## src/rtl/serializer_word_feeder.sv

```systemverilog
// Word feeder for the tree serializer: FIFO-buffers source words and holds each on PAR_OUT for WIDTH cycles.
// Optional macro SER_FEED_PRBS_IDLE_EN replaces the constant idle filler with a PRBS7 sequence.
module serializer_word_feeder #(
    parameter int          WIDTH      = 8,
    parameter int          FIFO_DEPTH = 4,
    parameter logic [31:0] IDLE_WORD  = 32'hAA,
    localparam int         LVL_W      = $clog2(FIFO_DEPTH + 1)
) (
    input  logic             CLK,
    input  logic             RESET_N,
    input  logic             ENABLE,
    input  logic [WIDTH-1:0] IN_DATA,
    input  logic             IN_VALID,
    output logic             IN_READY,
    output logic [WIDTH-1:0] PAR_OUT,
    output logic             WORD_STB,
    output logic [LVL_W-1:0] FIFO_LEVEL,
    output logic             UNDERFLOW,
    input  logic             CLR_UNDERFLOW
);

    localparam int PTR_W = $clog2(FIFO_DEPTH);
    localparam int PH_W  = $clog2(WIDTH);
    localparam logic [WIDTH-1:0] IDLE = IDLE_WORD[WIDTH-1:0];

    logic [WIDTH-1:0] mem [FIFO_DEPTH];
    logic [PTR_W-1:0] wr_ptr;
    logic [PTR_W-1:0] rd_ptr;
    logic [PH_W-1:0]  phase;
    logic             primed;

    logic             push;
    logic             pop;
    logic             load;
    logic             empty;
    logic             uf_set;
    logic [WIDTH-1:0] idle_word;

    assign IN_READY = (FIFO_LEVEL != LVL_W'(FIFO_DEPTH));

    always_comb begin
        empty  = (FIFO_LEVEL == '0);
        push   = IN_VALID & IN_READY;
        load   = ENABLE & (phase == PH_W'(WIDTH - 1));
        pop    = load & ~empty;
        uf_set = load & empty & primed;
    end

`ifdef SER_FEED_PRBS_IDLE_EN
    logic [6:0] prbs;
    logic [6:0] prbs_next;
    logic [6:0] prbs_work;
    logic       prbs_bit;

    // Unroll WIDTH LFSR steps per idle load; first generated bit lands in bit 0.
    always_comb begin
        idle_word = '0;
        prbs_work = prbs;
        prbs_bit  = 1'b0;
        for (int unsigned i = 0; i < WIDTH; i++) begin
            prbs_bit     = prbs_work[6] ^ prbs_work[5];
            idle_word[i] = prbs_bit;
            prbs_work    = {prbs_work[5:0], prbs_bit};
        end
        prbs_next = prbs_work;
    end

    always_ff @(posedge CLK or negedge RESET_N) begin
        if (!RESET_N)
            prbs <= 7'h7F;
        else if (load && empty)
            prbs <= prbs_next;
    end
`else
    assign idle_word = IDLE;
`endif

    always_ff @(posedge CLK) begin
        if (push)
            mem[wr_ptr] <= IN_DATA;
    end

    always_ff @(posedge CLK or negedge RESET_N) begin
        if (!RESET_N) begin
            wr_ptr     <= '0;
            rd_ptr     <= '0;
            FIFO_LEVEL <= '0;
            phase      <= '0;
            primed     <= 1'b0;
            PAR_OUT    <= IDLE;
            WORD_STB   <= 1'b0;
            UNDERFLOW  <= 1'b0;
        end else begin
            if (push)
                wr_ptr <= wr_ptr + 1'b1;
            if (pop)
                rd_ptr <= rd_ptr + 1'b1;

            case ({push, pop})
                2'b10:   FIFO_LEVEL <= FIFO_LEVEL + 1'b1;
                2'b01:   FIFO_LEVEL <= FIFO_LEVEL - 1'b1;
                default: FIFO_LEVEL <= FIFO_LEVEL;
            endcase

            if (ENABLE) begin
                phase    <= phase + 1'b1;
                WORD_STB <= load;
                if (load) begin
                    if (!empty) begin
                        PAR_OUT <= mem[rd_ptr];
                        primed  <= 1'b1;
                    end else begin
                        PAR_OUT <= idle_word;
                    end
                end
            end else begin
                phase    <= '0;
                PAR_OUT  <= IDLE;
                WORD_STB <= 1'b0;
                primed   <= 1'b0;
            end

            if (uf_set)
                UNDERFLOW <= 1'b1;
            else if (CLR_UNDERFLOW)
                UNDERFLOW <= 1'b0;
        end
    end

endmodule

```

## config.mk

```make
export PLATFORM = sky130hd
export DESIGN_NAME = serializer_word_feeder
export DESIGN_NICKNAME = d
export VERILOG_FILES = /design/src/rtl/serializer_word_feeder.sv
export SDC_FILE = /design/constraint.sdc
export NUM_CORES = 1
export LEC_CHECK = 0
export ABC_AREA = 1
export CELL_PAD_IN_SITES_DETAIL_PLACEMENT = 0
export CELL_PAD_IN_SITES_GLOBAL_PLACEMENT = 1
export CORE_ASPECT_RATIO = 0.75
export CORE_MARGIN = 2
export CORE_UTILIZATION = 35
export CTS_CLUSTER_SIZE = 24
export DETAILED_ROUTE_END_ITERATION = 8
export MAX_ROUTING_LAYER = met4
export PLACE_DENSITY = 0.75
export SYNTH_ARGS = -nofsm -noshare
export SYNTH_HDL_FRONTEND = slang
export SYNTH_SLANG_ARGS = --single-unit
```

## constraint.sdc

```tcl
create_clock -name CLK -period 2.9 [get_ports CLK]
set_input_delay 0.58 -clock CLK [delete_from_list [all_inputs] [get_ports CLK]]
set_output_delay 0.58 -clock CLK [all_outputs]
set_load 0.01 [all_outputs]
```

# Word level (Yosys, flattened, before mapping)
# Memories as Yosys holds them, arrays and structs flattened.
# Cells that the tools add are included.
[totals]
out_inout_bits = 14
wordCells = 43
memories = 1
reg_bits = 21
mem_bits_rw = 32
inputBits = 13
[mem_list]
columns = ["name", "words", "word_bits", "rd", "rd_ports_with_merged_regs", "wr", "line", "rtl"]
rows = [
  ["mem", 4, 8, 1, 0, 1, "26", "logic [WIDTH-1:0] mem [FIFO_DEPTH];"],
]
[classes]
n_bitwise = 6
n_addsub = 5
muxes = 13
reduce_logical = 4
eq_ne = 6
[ops]
columns = ["cell", "n"]
rows = [
  ["2-to-1 mux 8 bit", 3],
  ["2-to-1 mux 1 bit", 8],
  ["adder 3 x 1 -> 3 bit (second input constant)", 2],
  ["case mux 3 bit (2 select lines)", 1],
  ["AND 1 bit", 5],
  ["adder 2 x 1 -> 2 bit (second input constant)", 2],
  ["nonzero test 2 bit", 2],
  ["== test 3 bit (second input constant)", 1],
  ["logical NOT 3 bit", 1],
  ["2-to-1 mux 3 bit", 1],
  ["inequality test 3 bit (second input constant)", 1],
  ["subtractor 3 x 1 -> 3 bit (second input constant)", 1],
  ["== test 2 x 1 -> 1 bit (second input constant)", 1],
  ["== test 2 bit (second input constant)", 1],
  ["inequality test 2 x 1 -> 1 bit (second input constant)", 1],
  ["inequality test 2 bit (second input constant)", 1],
  ["AND reduction 2 bit", 1],
  ["NOT 1 bit", 1],
]

# Depth between registers and ports, before layout
# Gate-level depths: netlist of the first run.
[logic_depth]
ltp_word = 5
depth_mapped = 10
depth_no_buf = 10

# Least setup slack after synthesis of the first run
# OpenSTA, ideal clock, no wires.
[synth_path]
path_kind = "register to register"
start = "register phase[0]"
end = "register FIFO_LEVEL[2]"
t_arrival_ns = 1.870
path_stages_with_launch = 11
setup_slack_ns = 0.951
path_cell_list = "dfrtp_1 ha_1 ha_1 nand2_2 a21oi_4 ha_1 fa_1 nand2_1 nand2_1 nor2_1 xor2_1"
[synth_via]
elab_chain_cells = 5
[synth_rtl]
columns = ["item", "line", "rtl"]
rows = [
  ["from (decl)", "29", "logic [PH_W-1:0] phase;"],
  ["from (signal assigned)", "106", "phase <= phase + 1'b1;"],
  ["== test 3 bit (*)", "44", "load = ENABLE & (phase == PH_W'(WIDTH - 1));"],
  ["AND 1 bit (*)", "44", ""],
  ["AND 1 bit (*)", "45", "pop = load & ~empty;"],
  ["named net pop", "33", "logic pop;"],
  ["== test 2 x 1 -> 1 bit / == test 2 bit (equally long branches)", "99", "case ({push, pop})"],
  ["case mux 3 bit (2 select lines) / nonzero test 2 bit (equally long branches)", "-", ""],
  ["to (signal assigned)", "100", "2'b10: FIFO_LEVEL <= FIFO_LEVEL + 1'b1;"],
  ["to (signal assigned)", "101", "2'b01: FIFO_LEVEL <= FIFO_LEVEL - 1'b1;"],
  ["to (decl)", "17", "output logic [LVL_W-1:0] FIFO_LEVEL,"],
]
# Mark *: on every way through the listed nets, which the timed path passes. The rest lies on a longest branch.
# A chain may end at the register's enable or synchronous reset.

# Worst setup path after layout of the first run
[layout_path]
start = "register FIFO_LEVEL[1]"
end = "output IN_READY"
[layout_via]
elab_chain_cells = 1
[layout_rtl]
columns = ["item", "line", "rtl"]
rows = [
  ["inequality test 3 bit", "39", "assign IN_READY = (FIFO_LEVEL != LVL_W'(FIFO_DEPTH));"],
  ["to (decl)", "14", "output logic IN_READY,"],
]
# No other way between the ends.

==> results of run 1 <==
[metal layers]
layer,routed length (µm),GRT usage [%]
met1,1920,16.1
met2,1700,17.7
met3,168,3.04
met4,49,4.23
met5,0,-
[cell type report]
type                    count  area share, %
repair buffers             32           11.1
clock inverters             2          0.545
clock buffers               6           3.41
inverters                  36           5.00
multi-input cells         115           22.1
well taps                  81           3.68
flip-flops and latches     53           54.2
[state kept, by name, indices dropped and copies added, names as in the netlist]
name / count
FIFO_LEVEL: 3
rd_ptr: 2
phase: 3
mem: 32
WORD_STB: 1
wr_ptr: 2
UNDERFLOW: 1
primed: 1
PAR_OUT: 8
[placed cells by master (no fill, tap or decap), types with 2 or more instances in the layout]
cell	Yosys	final
nand2_2	2	2
xor2_1	3	3
dfstp_2	4	4
buf_4	3	6
nand3_1	25	25
ha_1	7	7
nor2_1	8	8
edfxtp_1	32	32
dfrtp_1	17	17
inv_4	1	2
inv_1	32	32
inv_2	2	2
clkdlybuf4s50_1	0	26
nor2_4	2	2
or2_0	4	4
nand2_1	58	58
clkbuf_8	0	5
[logic make-up after synthesis]
logic type	count (synthesis)	share of synthesized area (%)
DFF	53	65.7
buffers and inverters	40	7.55
and+or+nand+nor	99	19.1
adders and majority gates	8	4.74
xor gates and xnor gates	4	1.54
AOI/OAI and AO/OA	4	1.43
[final timing paths]
kind	cells after the start	slack, ps	end	startpoint
worst max register to register	10	870	FIFO_LEVEL[2]	phase[0]
min in group asynchronous	1	730	phase[1]	RESET_N
worst min register to register	1	440	phase[0]	phase[0]
worst max-delay path	3	800	IN_READY	FIFO_LEVEL[1]
worst min-delay path	1	440	phase[0]	phase[0]
max in group asynchronous	2	1500	PAR_OUT[7]	RESET_N
[power groups by stage]
stage                     clock (mW)  sequential [mW]  combinational [mW]
after floorplan                    0             1.03               0.289
after global placement             0             1.05               0.443
after detailed placement           0             1.05               0.445
after CTS                      0.476             1.03               0.446
after global routing           0.505             1.05               0.505
final                          0.465             1.03               0.436
[worst reg2reg max path, cell delays in order, from the launching register on]
cell and delay [ps]:
dfrtp_1 390, ha_1 200, ha_1 230, nand2_2 120, a21oi_4 40, ha_1 220
fa_1 380, nand2_1 80, nand2_1 50, nor2_1 100, xor2_1 150
[Yosys cell counts]
cell       n  area (µm²)
nand2_1   58         218
edfxtp_1  32         961
inv_1     32         120
nand3_1   25         125
dfrtp_1   17         425
nor2_1     8        30.0
ha_1       7        87.6
dfstp_2    4         105
or2_0      4        25.0
buf_4      3        22.5
xor2_1     3        26.3
inv_2      2        7.51
nand2_2    2        12.5
nor2_4     2        22.5
a21oi_1    1        5.00
a21oi_4    1        16.3
buf_6      1        11.3
clkinv_1   1        3.75
fa_1       1        20.0
inv_4      1        6.26
o21ai_0    1        5.00
o22ai_1    1        6.26
xnor2_1    1        8.76
[per-stage QoR]
stage | instance area [µm²] | util [%] | power [mW]
floorplan | 2270 | - | 1.32
CTS | 2750 | 43.8 | 1.96
finish | 2750 | 43.8 | 1.93
detailed placement | 2640 | 42.0 | 1.49
global placement | 2640 | 42.0 | 1.49
global route | 2750 | 43.8 | 2.06
==> metrics.md, run 1 <==
| Metric | Value |
|---|---|
| Status | `finished, final reports clean` |
| Hold WC Path Type | `flop to flop` |
| Leakage | `1.22 nW` |
| FILL cells | `582` |
| Fin cells | `325` |
| Final min period | `2100 ps` |
| Slew Limit Headroom | `46.5%` |
| Clk_lat worst skew | `310 ps` |
| # DRC | `0` |
| Sw power | `580 µW` |
| Syn_nets | `229` |
| Post-Route WL | `3840 µm` |
| Starting Density | `36.1%` |
| First-pass GRT wire length | `6230 µm` |
| I/O pin cnt | `27` |
| Share of total power in the clock network | `24.0%` |
| Layout cells sized above 1 | `10.7%` |
| Via count of the first global-routing pass | `1220` |
| Worst Setup Path Type | `flop to output pin` |
| CTS max path bufs | `2` |
| Critical Path Sink Type | `output pin` |
| Post-CTS sizing | `0` |
| Switch share | `30.0%` |
| DP Wirelength | `2610 µm` |
| Die area | `0.00716 mm²` |
| Max incr delay on CP | `480 ps` |
| Crit path DAT | `1520 ps` |
| Yosys warning count | `0` |
| CTS tree | `yes` |
| Die Height | `73.8 µm` |
| Setup TNS | `0 ps` |
| GRT Util Overall | `11.9%` |
| Core area | `0.00629 mm²` |
| Count of state elements after synthesis | `53` |
| Inserted Clock Buffers | `5` |
| Hold_ws | `437 ps` |
| Drt pass-1 iters | `5` |
| Area of the multi-input gates | `608 µm²` |
| NumNets Final | `264` |
| Worst Max-Slew Pin Slew | `801 ps` |
| RSZ-0062 raised after global routing | `false` |
| Routability cong. | `0.733` |
| Root Driver | `clkbuf_8` |
| 1st-iter DRT viols | `68` |
| Avg WL per Cell | `11.8 µm` |
| Routed Antenna Nets | `0` |
| Input/output buffers | `26` |
| Post-synthesis area per instance | `10.9 µm²` |
| Crit-path max FO | `4` |
| Final Hold Viols | `0` |
| Max-Cap Viols | `0` |
| Hold_buf cts | `0` |
| ANT cells | `0` |
| CP bufs+invs | `1` |
| Post-Synthesis Cells | `208` |
| Cell family with most CP delay | `buffers and inverters` |
| Yosys cell types | `23` |
| Pre-CTS setup slack | `571 ps` |
| Slew Limit Fails | `0` |
| Largest net degree at the start of global routing | `19` |
| GRT Residual Overflow | `0` |
| Logic pwr share | `22.5%` |
| Placed cell count | `317` |
| Clock sink total | `53` |
| Clk slew on worst S/H paths | `100 ps` |
| H-tree lvl count | `2` |
| Setup violators final | `0` |
| Data required time of the worst path | `2320 ps` |
| Slowest-stage cell, CP | `clkdlybuf4s50_1` |
| PD cells | `702 mW/mm²` |
| Max Fclk | `476 MHz` |
| Final worst setup slack | `798 ps` |
| Post-CTS setup buffers | `0` |
| Vias post-DR | `1376` |
| Fin crit share | `72.5%` |
| Width of the die | `97.0 µm` |
| Clock skew | `13.7 ps` |
| Reg power frac | `53.4%` |
| Register area | `0.00149 mm²` |
| Post-Syn Area | `0.00227 mm²` |
| Vias per cell | `4.23` |
| Cell Chain, Critical Path | `nor2_4, nand2_1, clkdlybuf4s50_1` |
| Num rows | `25` |
| Sequential fraction of the synthesis area | `65.7%` |
| VDD IR max | `0.211 mV` |
| Initial antenna violation count | `0` |
| CP Launch Type | `flop` |
| Area delta synth->final | `21.2%` |
| Int Pwr | `1.35 mW` |
(Power assumes the default switching activity.)
==> inputs of run 2 (changes only) <==
==> constraint.sdc (replaced) <==
create_clock -name CLK -period 2 [get_ports CLK]
set_input_delay 0.4 -clock CLK [delete_from_list [all_inputs] [get_ports CLK]]
set_output_delay 0.4 -clock CLK [all_outputs]
set_load 0.01 [all_outputs]
==> run 2 against run 1 <==
  * Wire length is 3.3% higher
  * Highest routed layer unchanged
  * Final cell count rose by 1.8%
  * Combinational power rose by 63%
  * Global-route usage grew 0.68 points
  * Worst hold slack better by 0.92 ps
  * Sequential power rose by 43%
  * Clock-buffer cell count is 2 higher
==> metrics.md, run 2 (same netlist as run 1, synthesis figures left out) <==
| Metric | Value |
|---|---|
| Final worst setup slack | `99.0 ps` |
| Routability cong. | `0.694` |
| Worst Max-Slew Pin Slew | `300 ps` |
| PD cells | `979 mW/mm²` |
| Util after Layout | `44.5%` |
| Max-Cap Viols | `0` |
| Die area | `0.00716 mm²` |
| GRT Util Overall | `12.6%` |
| Largest register FFs | `32` |
| Worst Setup Path Type | `flop to output pin` |
| FILL cells | `596` |
| Num rows | `25` |
| Slew Limit Fails | `0` |
| Sw power | `824 µW` |
| Drt pass-1 iters | `4` |
| Fin crit share | `95.0%` |
| Clk slew on worst S/H paths | `80 ps` |
| Crit path DAT | `1500 ps` |
| Root Driver | `clkbuf_8` |
| NumNets Final | `270` |
| Top flop regs | `mem (32), PAR_OUT (8)` |
| Pre-CTS setup slack | `-80.3 ps` |
| Core area | `0.00629 mm²` |
| Inserted Clock Buffers | `5` |
| Clock sink total | `53` |
| RSZ-0062 raised after global routing | `false` |
| Hold_buf cts | `0` |
| CTS max path bufs | `2` |
| Routed Antenna Nets | `0` |
| DP Wirelength | `2720 µm` |
| Vias per cell | `4.28` |
| Final min period | `1900 ps` |
| Slew Limit Headroom | `79.9%` |
| Commonest cells after routing, fill and taps aside | `58 x nand2_1, 32 x inv_1, 32 x edfxtp_1` |
| Switch share | `30.1%` |
| Reg power frac | `53.6%` |
| Post-Route WL | `3960 µm` |
| Data required time of the worst path | `1600 ps` |
| Logic pwr share | `25.8%` |
| GRT Residual Overflow | `0` |
| Post-CTS setup buffers | `0` |
| H-tree lvl count | `2` |
| VDD IR max | `0.262 mV` |
| Share of total power in the clock network | `20.5%` |
| Layout cells sized above 1 | `14.4%` |
| Starting Density | `36.1%` |
| Clk_lat worst skew | `300 ps` |
| Leakage | `1.24 nW` |
| 1st-iter DRT viols | `68` |
| ANT cells | `0` |
| CP Launch Type | `flop` |
| Vias post-DR | `1417` |
| Int Pwr | `1.92 mW` |
| Setup violators final | `0` |
| Area delta synth->final | `23.3%` |
| Crit-path max FO | `4` |
| CTS tree | `yes` |
| Power Total | `2.74 mW` |
| I/O pin cnt | `27` |
| First-pass GRT wire length | `6600 µm` |
| Avg WL per Cell | `12.0 µm` |
| Input/output buffers | `26` |
| Hold WC Path Type | `input pin to asynchronous set/reset pin` |
| Biggest register | `mem` |
| Max Fclk | `526 MHz` |
| Die Height | `73.8 µm` |
| Hold_ws | `438 ps` |
| Status | `finished, final reports clean` |
| Final Hold Viols | `0` |
| Clock skew | `4.48 ps` |
| Initial antenna violation count | `0` |
| Via count of the first global-routing pass | `1330` |
| Largest net degree at the start of global routing | `22` |
| Width of the die | `97.0 µm` |
| Critical Path Sink Type | `output pin` |
| Commonest non-fill, non-tap cell in the layout | `nand2_1` |
| # DRC | `0` |
==> run 2: cell types whose count changed in the layout (fill, tap and decap cells not counted), sizes merged <==
cell and change:
clkbuf +2, clkinv -1, buf +6, inv -1
==> run 2: routing by layer <==
| metal | GRT usage, % | wire length [µm] |
|---|---|---|
| met4 | 4.69 | 68 |
| met3 | 3.90 | 207 |
| met2 | 19.4 | 1850 |
| met5 | - | 0 |
| met1 | 15.9 | 1840 |
==> run 2: critical path, stage by stage, from the launching register on <==
cell and delay [ps]:
dfrtp_2 460, nor2_4 170, nand2_1 90, clkdlybuf4s50_1 490
==> run 2: layout make-up <==
class	count	area (µm²)	share of cell area, %
flip-flops and latches	53	1490	53.4
multi-input cells	115	636	22.7
repair buffers	38	350	12.5
inverters	36	138	4.92
well taps	81	101	3.62
clock buffers	8	80.1	2.86
==> run 2: through the flow <==
step,cell area [µm²],std cells,TNS (ps)
floorplan,2270,208,0
global placement,2690,323,-1.66
detailed placement,2690,323,-80.3
CTS,2770,331,0
global route,2800,331,0
finish,2800,331,0
==> run 2: timing repair <==
action / CTS / global route
setup endpoints to repair: 1 / 2
pin swaps: 0 / 5
gates resized for setup: 1 / 8
==> run 2: power by group through the flow <==
stage | registers, mW | logic [mW] | clock network [mW]
2_1_floorplan | 1.49 | 0.419 | 0
3_3_place_gp | 1.49 | 0.688 | 0
3_5_place_dp | 1.49 | 0.699 | 0
4_1_cts | 1.47 | 0.705 | 0.582
5_1_grt | 1.49 | 0.810 | 0.634
6_report | 1.47 | 0.709 | 0.562
==> run 2: final timing paths <==
kind,slack [ps],to,start,cells past startpoint
max in group asynchronous,1280,PAR_OUT[7],RESET_N,2
min in group CLK,450,phase[0],phase[0],1
hold reg to reg,450,phase[0],phase[0],1
setup / recovery,100,IN_READY,FIFO_LEVEL[1],3
setup reg to reg,110,FIFO_LEVEL[2],phase[0],10
hold / removal,440,phase[2],RESET_N,2
